**config.mk**
```make
export PLATFORM = sky130hd
export DESIGN_NAME = id_stage_ctrl
export DESIGN_NICKNAME = d
export VERILOG_FILES = /design/src/rtl/rv_core_pkg.sv /design/src/rtl/opcode_decode.sv /design/src/rtl/id_stage_ctrl.sv
export SDC_FILE = /design/constraint.sdc
export NUM_CORES = 1
export LEC_CHECK = 0
export BUFFER_PORTS_ARGS = -buffer_cell sky130_fd_sc_hd__buf_2
export CAP_MARGIN = 10
export CORE_UTILIZATION = 50
export DETAILED_ROUTE_END_ITERATION = 10
export GPL_TIMING_DRIVEN = 0
export PLACE_DENSITY_LB_ADDON = 0.3
export SLEW_MARGIN = 10
export SYNTH_ARGS = -nofsm -noshare
export SYNTH_HDL_FRONTEND = slang
export SYNTH_SLANG_ARGS = --single-unit
```
**constraint.sdc**
```tcl
create_clock -name i_clk -period 3.6 [get_ports i_clk]
set_input_delay 0.72 -clock i_clk [delete_from_list [all_inputs] [get_ports i_clk]]
set_output_delay 0.72 -clock i_clk [all_outputs]
set_load 0.01 [all_outputs]
```
**src/rtl/rv_core_pkg.sv**
```systemverilog
// Shared core definitions: immediate-source encoding, RV32 opcodes, decode-slot states.
package rv_core_pkg;

  typedef enum logic [2:0] {
    IMM_I = 3'b000,
    IMM_S = 3'b001,
    IMM_B = 3'b010,
    IMM_J = 3'b011,
    IMM_U = 3'b100
  } imm_src_e;

  localparam logic [6:0] OPC_LOAD   = 7'h03;
  localparam logic [6:0] OPC_OP_IMM = 7'h13;
  localparam logic [6:0] OPC_AUIPC  = 7'h17;
  localparam logic [6:0] OPC_STORE  = 7'h23;
  localparam logic [6:0] OPC_OP     = 7'h33;
  localparam logic [6:0] OPC_LUI    = 7'h37;
  localparam logic [6:0] OPC_BRANCH = 7'h63;
  localparam logic [6:0] OPC_JALR   = 7'h67;
  localparam logic [6:0] OPC_JAL    = 7'h6F;
  localparam logic [6:0] OPC_SYSTEM = 7'h73;

  typedef enum logic [1:0] {
    EMPTY = 2'b00,
    FULL  = 2'b01,
    STALL = 2'b10
  } id_state_e;

endpackage

```
**src/rtl/opcode_decode.sv**
```systemverilog
// Combinational opcode classifier: immediate source, operand-read flags, unknown-opcode flag.
module opcode_decode
  import rv_core_pkg::*;
(
  input  logic [6:0] i_opcode,
  output logic [2:0] o_imm_src,
  output logic       o_uses_rs1,
  output logic       o_uses_rs2,
  output logic       o_unknown
);

  // Map opcode to extender select and register-read usage; unknown opcodes read nothing.
  always_comb begin
    o_imm_src  = IMM_I;
    o_uses_rs1 = 1'b0;
    o_uses_rs2 = 1'b0;
    o_unknown  = 1'b0;
    case (i_opcode)
      OPC_LOAD, OPC_OP_IMM, OPC_JALR, OPC_SYSTEM: begin
        o_imm_src  = IMM_I;
        o_uses_rs1 = 1'b1;
      end
      OPC_STORE: begin
        o_imm_src  = IMM_S;
        o_uses_rs1 = 1'b1;
        o_uses_rs2 = 1'b1;
      end
      OPC_BRANCH: begin
        o_imm_src  = IMM_B;
        o_uses_rs1 = 1'b1;
        o_uses_rs2 = 1'b1;
      end
      OPC_JAL:            o_imm_src = IMM_J;
      OPC_LUI, OPC_AUIPC: o_imm_src = IMM_U;
      OPC_OP: begin
        o_uses_rs1 = 1'b1;
        o_uses_rs2 = 1'b1;
      end
      default:            o_unknown = 1'b1;
    endcase
  end

endmodule

```
**src/rtl/id_stage_ctrl.sv**
```systemverilog
// Decode-stage controller: one-entry valid/ready slot with load-use stall and flush.
// Optional feature macro: ILLEGAL_INSTR_TRAP_EN (flags unknown/compressed encodings to EX).
module id_stage_ctrl
  import rv_core_pkg::*;
#(
  parameter int XLEN           = 32,
  parameter int LOAD_USE_STALL = 1
) (
  input  logic            i_clk,
  input  logic            i_rst_n,
  input  logic            i_if_valid,
  output logic            o_if_ready,
  input  logic [31:0]     i_if_instr,
  input  logic [XLEN-1:0] i_if_pc,
  input  logic            i_flush,
  input  logic            i_ex_load_valid,
  input  logic [4:0]      i_ex_load_rd,
  output logic            o_id_valid,
  input  logic            i_ex_ready,
  output logic [24:0]     o_id_instr,
  output logic [2:0]      o_immext_src,
  output logic [XLEN-1:0] o_id_pc,
  output logic [4:0]      o_rs1,
  output logic [4:0]      o_rs2,
  output logic [4:0]      o_rd,
  output logic            o_uses_rs1,
  output logic            o_uses_rs2,
  output logic            o_illegal
);

  // Counter reloads to N-1 so the slot spends exactly N cycles in STALL.
  localparam logic [1:0] StallInit = 2'(LOAD_USE_STALL - 1);

  id_state_e       r_state;
  id_state_e       w_state_nxt;
  logic [1:0]      r_cnt;
  logic [1:0]      w_cnt_nxt;
  logic [31:0]     r_instr;
  logic [XLEN-1:0] r_pc;
  logic            w_load;
  logic            w_unknown;
  logic            w_hazard;

  opcode_decode u_opcode_decode (
    .i_opcode   (r_instr[6:0]),
    .o_imm_src  (o_immext_src),
    .o_uses_rs1 (o_uses_rs1),
    .o_uses_rs2 (o_uses_rs2),
    .o_unknown  (w_unknown)
  );

  assign o_id_instr = r_instr[31:7];
  assign o_id_pc    = r_pc;
  assign o_rs1      = r_instr[19:15];
  assign o_rs2      = r_instr[24:20];
  assign o_rd       = r_instr[11:7];

  // x0 is never a real dependency, so a load to x0 cannot cause a stall.
  assign w_hazard = i_ex_load_valid && (i_ex_load_rd != 5'd0) &&
                    ((o_uses_rs1 && (o_rs1 == i_ex_load_rd)) ||
                     (o_uses_rs2 && (o_rs2 == i_ex_load_rd)));

`ifdef ILLEGAL_INSTR_TRAP_EN
  assign o_illegal = o_id_valid && (w_unknown || (r_instr[1:0] != 2'b11));
`else
  logic w_unused_unknown;
  assign w_unused_unknown = w_unknown;
  assign o_illegal        = 1'b0;
`endif

  // Next-state, handshake outputs and load enable; flush overrides everything last.
  always_comb begin
    w_state_nxt = r_state;
    w_cnt_nxt   = r_cnt;
    w_load      = 1'b0;
    o_id_valid  = 1'b0;
    o_if_ready  = 1'b0;
    case (r_state)
      EMPTY: begin
        o_if_ready = ~i_flush;
        if (i_if_valid) begin
          w_load      = 1'b1;
          w_state_nxt = FULL;
        end
      end
      FULL: begin
        if (w_hazard) begin
          w_cnt_nxt   = StallInit;
          w_state_nxt = STALL;
        end else begin
          o_id_valid = 1'b1;
          o_if_ready = i_ex_ready & ~i_flush;
          if (i_ex_ready) begin
            if (i_if_valid) w_load = 1'b1;
            else            w_state_nxt = EMPTY;
          end
        end
      end
      STALL: begin
        if (r_cnt != 2'd0) w_cnt_nxt = r_cnt - 2'd1;
        else               w_state_nxt = FULL;
      end
      default: w_state_nxt = EMPTY;
    endcase
    if (i_flush) begin
      w_state_nxt = EMPTY;
      w_cnt_nxt   = 2'd0;
      w_load      = 1'b0;
    end
  end

  // State, stall counter and held instruction/PC registers.
  always_ff @(posedge i_clk or negedge i_rst_n) begin
    if (!i_rst_n) begin
      r_state <= EMPTY;
      r_cnt   <= 2'd0;
      r_instr <= 32'd0;
      r_pc    <= '0;
    end else begin
      r_state <= w_state_nxt;
      r_cnt   <= w_cnt_nxt;
      if (w_load) begin
        r_instr <= i_if_instr;
        r_pc    <= i_if_pc;
      end
    end
  end

endmodule
```
Yosys cells after proc, flatten, opt, wreduce, memory -nomap -nowiden
Index checks and enable logic that the tools add are counted.
Word-level totals
  output and inout bits: 80
  register bits: 68
  word-level logic and storage cells: 64
  input bits: 75
Operators by class
  multiplexer cells: 23
  reductions and logical operators: 14
  bitwise operators: 2
  equality and inequality tests: 20
  add/sub/neg operators: 1
Operators with widths (number)
  7-bit equality test, second input constant: 4
  7-bit by 6-bit equality test with 1-bit output, second input constant: 3
  2-bit two-way mux: 9
  7-bit by 5-bit equality test with 1-bit output, second input constant: 2
  3-bit inequality test, second input constant: 4
  3-bit case mux with 4 select lines: 1
  5-bit equality test: 2
  1-bit two-way mux: 9
  4-bit inequality test, second input constant: 2
  7-bit by 2-bit equality test with 1-bit output, second input constant: 1
  7-bit OR reduction: 1
  2-bit case mux with 3 select lines: 1
  5-bit nonzero test: 1
  1-bit logical AND: 4
  1-bit case mux with 2 select lines: 2
  2-bit case mux with 2 select lines: 1
  4-bit AND reduction: 1
  3-bit AND reduction: 1
  3-bit nonzero test: 1
  3-bit OR reduction: 1
  2-bit by 1-bit equality test with 1-bit output, second input constant: 1
  2-bit equality test, second input constant: 1
  2-bit logical NOT: 1
  2-bit nonzero test: 1
  other kinds (5): 5

Depth between registers and ports, before layout
  depth after elaboration: 9
  depth in mapped cells: 7
  gate-level depth less buffers: 7

Cells and area by module
A second synthesis with hierarchy kept.
Unflattened totals
  cells, all modules: 243
  area, all modules: 3265.6 µm²
Modules (own cells, without submodules)
  id_stage_ctrl: area each 3134.3 µm², sequential area each 1701.6 µm², times used 1, cells each 222
  opcode_decode: area each 131.4 µm², sequential area each 0.0 µm², times used 1, cells each 21

Worst setup path before layout
No wires, ideal clock.
  path kind: input to output
  from: input port i_ex_load_rd[1]
  to: output port o_if_ready
  buffers on the path: 0
  required time: 2.880 ns
  path slack: 0.907 ns
  stages: 5
  arrival: 1.973 ns
  cell sequence: or4_1 o21ai_0 a21o_2 nand2_1 a211oi_1
On the way
  longest elaborated chain between the ends: 6
  elaborated cells on any way between the ends: 10
  those cells by class: eq/ne: 2; mux: 2; reduce/logical: 6
RTL lines
  start, declared: line id_stage_ctrl.sv:17  | input logic [4:0] i_ex_load_rd,
  5-bit equality test (on tied branches): line id_stage_ctrl.sv:60, id_stage_ctrl.sv:61
  1-bit logical AND (on tied branches): line id_stage_ctrl.sv:60, id_stage_ctrl.sv:61
  1-bit logical OR: line id_stage_ctrl.sv:60  | ((o_uses_rs1 && (o_rs1 == i_ex_load_rd)) ||
  1-bit logical AND (*): line id_stage_ctrl.sv:59  | assign w_hazard = i_ex_load_valid && (i_ex_load_rd != 5'd0) &&
  1-bit two-way mux (*): line id_stage_ctrl.sv:87  | if (w_hazard) begin
  1-bit case mux with 2 select lines (*): line id_stage_ctrl.sv:78  | case (r_state)
  end, declared: line id_stage_ctrl.sv:12  | output logic o_if_ready,
Mark *: on every way between the ends. The rest lies on a longest branch, timed or not.

Final worst setup path
  from: register r_instr[3]
  to: output port o_if_ready
On the way
  longest elaborated chain between the ends: 8
  elaborated cells on any way between the ends: 17
  those cells by class: eq/ne: 7; mux: 4; reduce/logical: 6
RTL lines
  start, declared: line id_stage_ctrl.sv:38  | logic [31:0] r_instr;
  start signal, assigned: line id_stage_ctrl.sv:123  | r_instr <= i_if_instr;
  7-bit by 2-bit equality test with 1-bit output (tied with other cells)
  7-bit OR reduction (no line) or 3-bit OR reduction (tied branches)
  1-bit two-way mux: line opcode_decode.sv:18  | case (i_opcode)
  1-bit logical AND (on tied branches): line id_stage_ctrl.sv:60, id_stage_ctrl.sv:61
  1-bit logical OR (*): line id_stage_ctrl.sv:60
  1-bit logical AND (*): line id_stage_ctrl.sv:59
  1-bit two-way mux (*): line id_stage_ctrl.sv:87
  1-bit case mux with 2 select lines (*): line id_stage_ctrl.sv:78
Marks and branches as above.

==> results.toml <==
[global_routing]
antenna_found_initial = 0
first_global_vias = 2377
grt_max_degree = 66
grt_pass1_wl_microns = 11400
grtUsageTotal = 0.203
gr-total-overflow = 0

[critical_path]
end_kind = "output port"
crit_required_ns = 2.88
cp-start-kind = "flop"
crit_type = "reg -> out"
worstPathMaxFanout = 5
worstPathArrival_ns = 2.22
r2r_setup_slack_ns = 1.35
crit_chain = "nand3b_1 -> a2111oi_2 -> nand4_2 -> a21o_2 -> nand2_1 -> a211oi_1 -> buf_2"
max_stage_delay_ns = 0.49
critPathBufInv = 1
cp_slowest_cell = "a2111oi_2"
critPathTopFamily = "compound AO/OA/AOI/OAI gates"

[die]
dieWidth_microns = 85.9
dieArea_sq_um = 7380
die_h_microns = 85.9
initial_core_util = 0.518
io_pins = 155
core_sq_um = 6790
num_rows = 30

[logic_synthesis]
yosys_register_bits = 68
synth.distinct_cells = 35
synth_ff_type = "dfrtp_1"
syn_inst = 245
async_reset_ff_frac = 1.00
ys_seq_area_frac = 0.484
yosys_warnings = 0
synth-edff-count = 0
mappedNetlistArea_sq_um = 3520
postSynthNetCount = 321
avgSynthCellArea_sq_um = 14.4

[sta]
hold_viol_final = 0
drv_slew = 0
finalCriticalPeriod_ns = 2.94
rsz0062_at_grt = "no"
fin_crit_sh = 0.818
tns_ns = 0
fmax_mhz = 340
fin_skew_ns = 0.0142
setup_violations = 0

[placed_design]
gp_congestion = 0.743
io_buffers = 153
dp_hpwl_microns = 5410

[flow_run]
max_cap_violations = 0

[finish]
num-fill-cells = 515
antenna_cells = 0
fin_util = 0.692
drive_gt1_frac = 0.692
final_nets = 486
area_growth_pct = 33.5

[clock_tree]
ctsHoldBuffers = 0
clkLatencyLatePin_ns = 0.34
cts_sinks = 68
clockBufferDepth = 2
cts_buffers = 9
cts_max_level = 3
cts-resized-gates = 0
cts_tree = "done"
clockRootBuffer = "clkbuf_8"
cts_setup_buffers = 0
clk_pin_slew_worst_paths_ns = 0.07

[routing]
dr.pass1.iters = 4
detail_route.wl_per_cell_microns = 14.2
final_antenna_net_count = 0
drt_iter0_markers = 69
drc = 0
vias_per_cell = 4.68
vias = 2389
drt-total-wl_microns = 7230

[outcome]
status = "finished, final reports clean"

[min_path]
min_path_type = "in -> async"

[power]
p_leak_nw = 2.43
ir_drop_mv = 0.321
cellPowerDensity_nw_per_um2 = 560
## cells by family (layout without fill, tap and decap cells)
group / after synthesis / count (layout) / share of synthesized area
buf+inv: 51 / 221 / 0.126
mux: 66 / 66 / 0.275
simple gates: 35 / 35 / 0.0597
compound gates: 12 / 12 / 0.0238
flops: 68 / 68 / 0.484
xor+xnor: 11 / 11 / 0.0274
other cells: 1 / 1 / 0.00107
fa+ha+maj: 1 / 1 / 0.00356
## metrics by stage
| step | setup WS, ns | area, sq um | std cells | hold WS (ns) | total power [mW] |
|---|---|---|---|---|---|
| 4_1_cts | 0.617 | 4700 | 511 | 0.164 | 2.66 |
| 6_report | 0.656 | 4700 | 511 | 0.183 | 2.63 |
| 2_1_floorplan | 0.907 | 3520 | 245 | 0.424 | 1.54 |
| 3_3_place_gp | 0.686 | 4400 | 494 | 0.486 | 1.79 |
| 5_1_grt | 0.498 | 4700 | 511 | 0.159 | 2.76 |
| 3_5_place_dp | 0.678 | 4430 | 495 | 0.492 | 1.83 |
## metal layers
metal,vias up,routed length [microns],global-route usage
li1,1130,-,-
met1,1176,3000,0.255
met2,75,3830,0.345
met3,8,301,0.0346
met4,0,107,0.0864
met5,-,0,0
## flip-flops by register name, summed over array words and instances, names as in the netlist
signal   count
r_state      2
r_cnt        2
r_instr     32
o_id_pc     32
## power breakdown
| part | internal [mW] | switching, mW |
|---|---|---|
| combinational | 0.490 | 0.298 |
| sequential | 0.904 | 0.117 |
| clock | 0.532 | 0.288 |
| total | 1.93 | 0.703 |
## Yosys cell counts (3+ instances only)
cell type	count	area share
buf_4	41	0.087
nor2_1	8	0.0085
a21oi_1	3	0.0043
mux2_4	60	0.26
nand3_1	3	0.0043
xnor2_1	3	0.0075
xor2_1	8	0.020
mux2_2	4	0.013
inv_1	3	0.0032
nand2b_1	3	0.0053
dfrtp_1	68	0.48
buf_12	6	0.034
nor3_1	4	0.0057
nand2_1	6	0.0064
## placed cells by master (no fill, tap or decap), types with 4 or more instances in the layout
cell and count:
buf_2 153, dfrtp_1 68, mux2_4 60, buf_4 42, clkbuf_8 9, xor2_1 8, nor2_1 8, nand2_1 6
buf_12 6, nor3_1 4, mux2_2 4, bufinv_16 4
## area by class of cell
type	count	area, sq um	share of cell area
buffer	48	433	0.0921
clock buffer	10	128	0.0272
clock inverter	6	136	0.0290
inverter	3	11.3	0.00240
multi-input combinational	126	1370	0.292
sequential	68	1700	0.362
tap	96	120	0.0256
timing repair buffer	154	796	0.169
## path summary, 6_finish.rpt
path                                         startpoint                       to  cells after the start
worst max-delay path             r_instr[3]$_DFFE_PN0P_               o_if_ready                      7
worst min-delay path                            i_rst_n  r_instr[11]$_DFFE_PN0P_                      1
worst max register to register   r_instr[3]$_DFFE_PN0P_  o_id_pc[19]$_DFFE_PN0P_                      7
worst min register to register  o_id_pc[16]$_DFFE_PN0P_  o_id_pc[16]$_DFFE_PN0P_                      1
max in group asynchronous                       i_rst_n  o_id_pc[22]$_DFFE_PN0P_                      2
min in group i_clk              o_id_pc[16]$_DFFE_PN0P_  o_id_pc[16]$_DFFE_PN0P_                      1
Note: power is estimated with default switching activity, not from simulation.
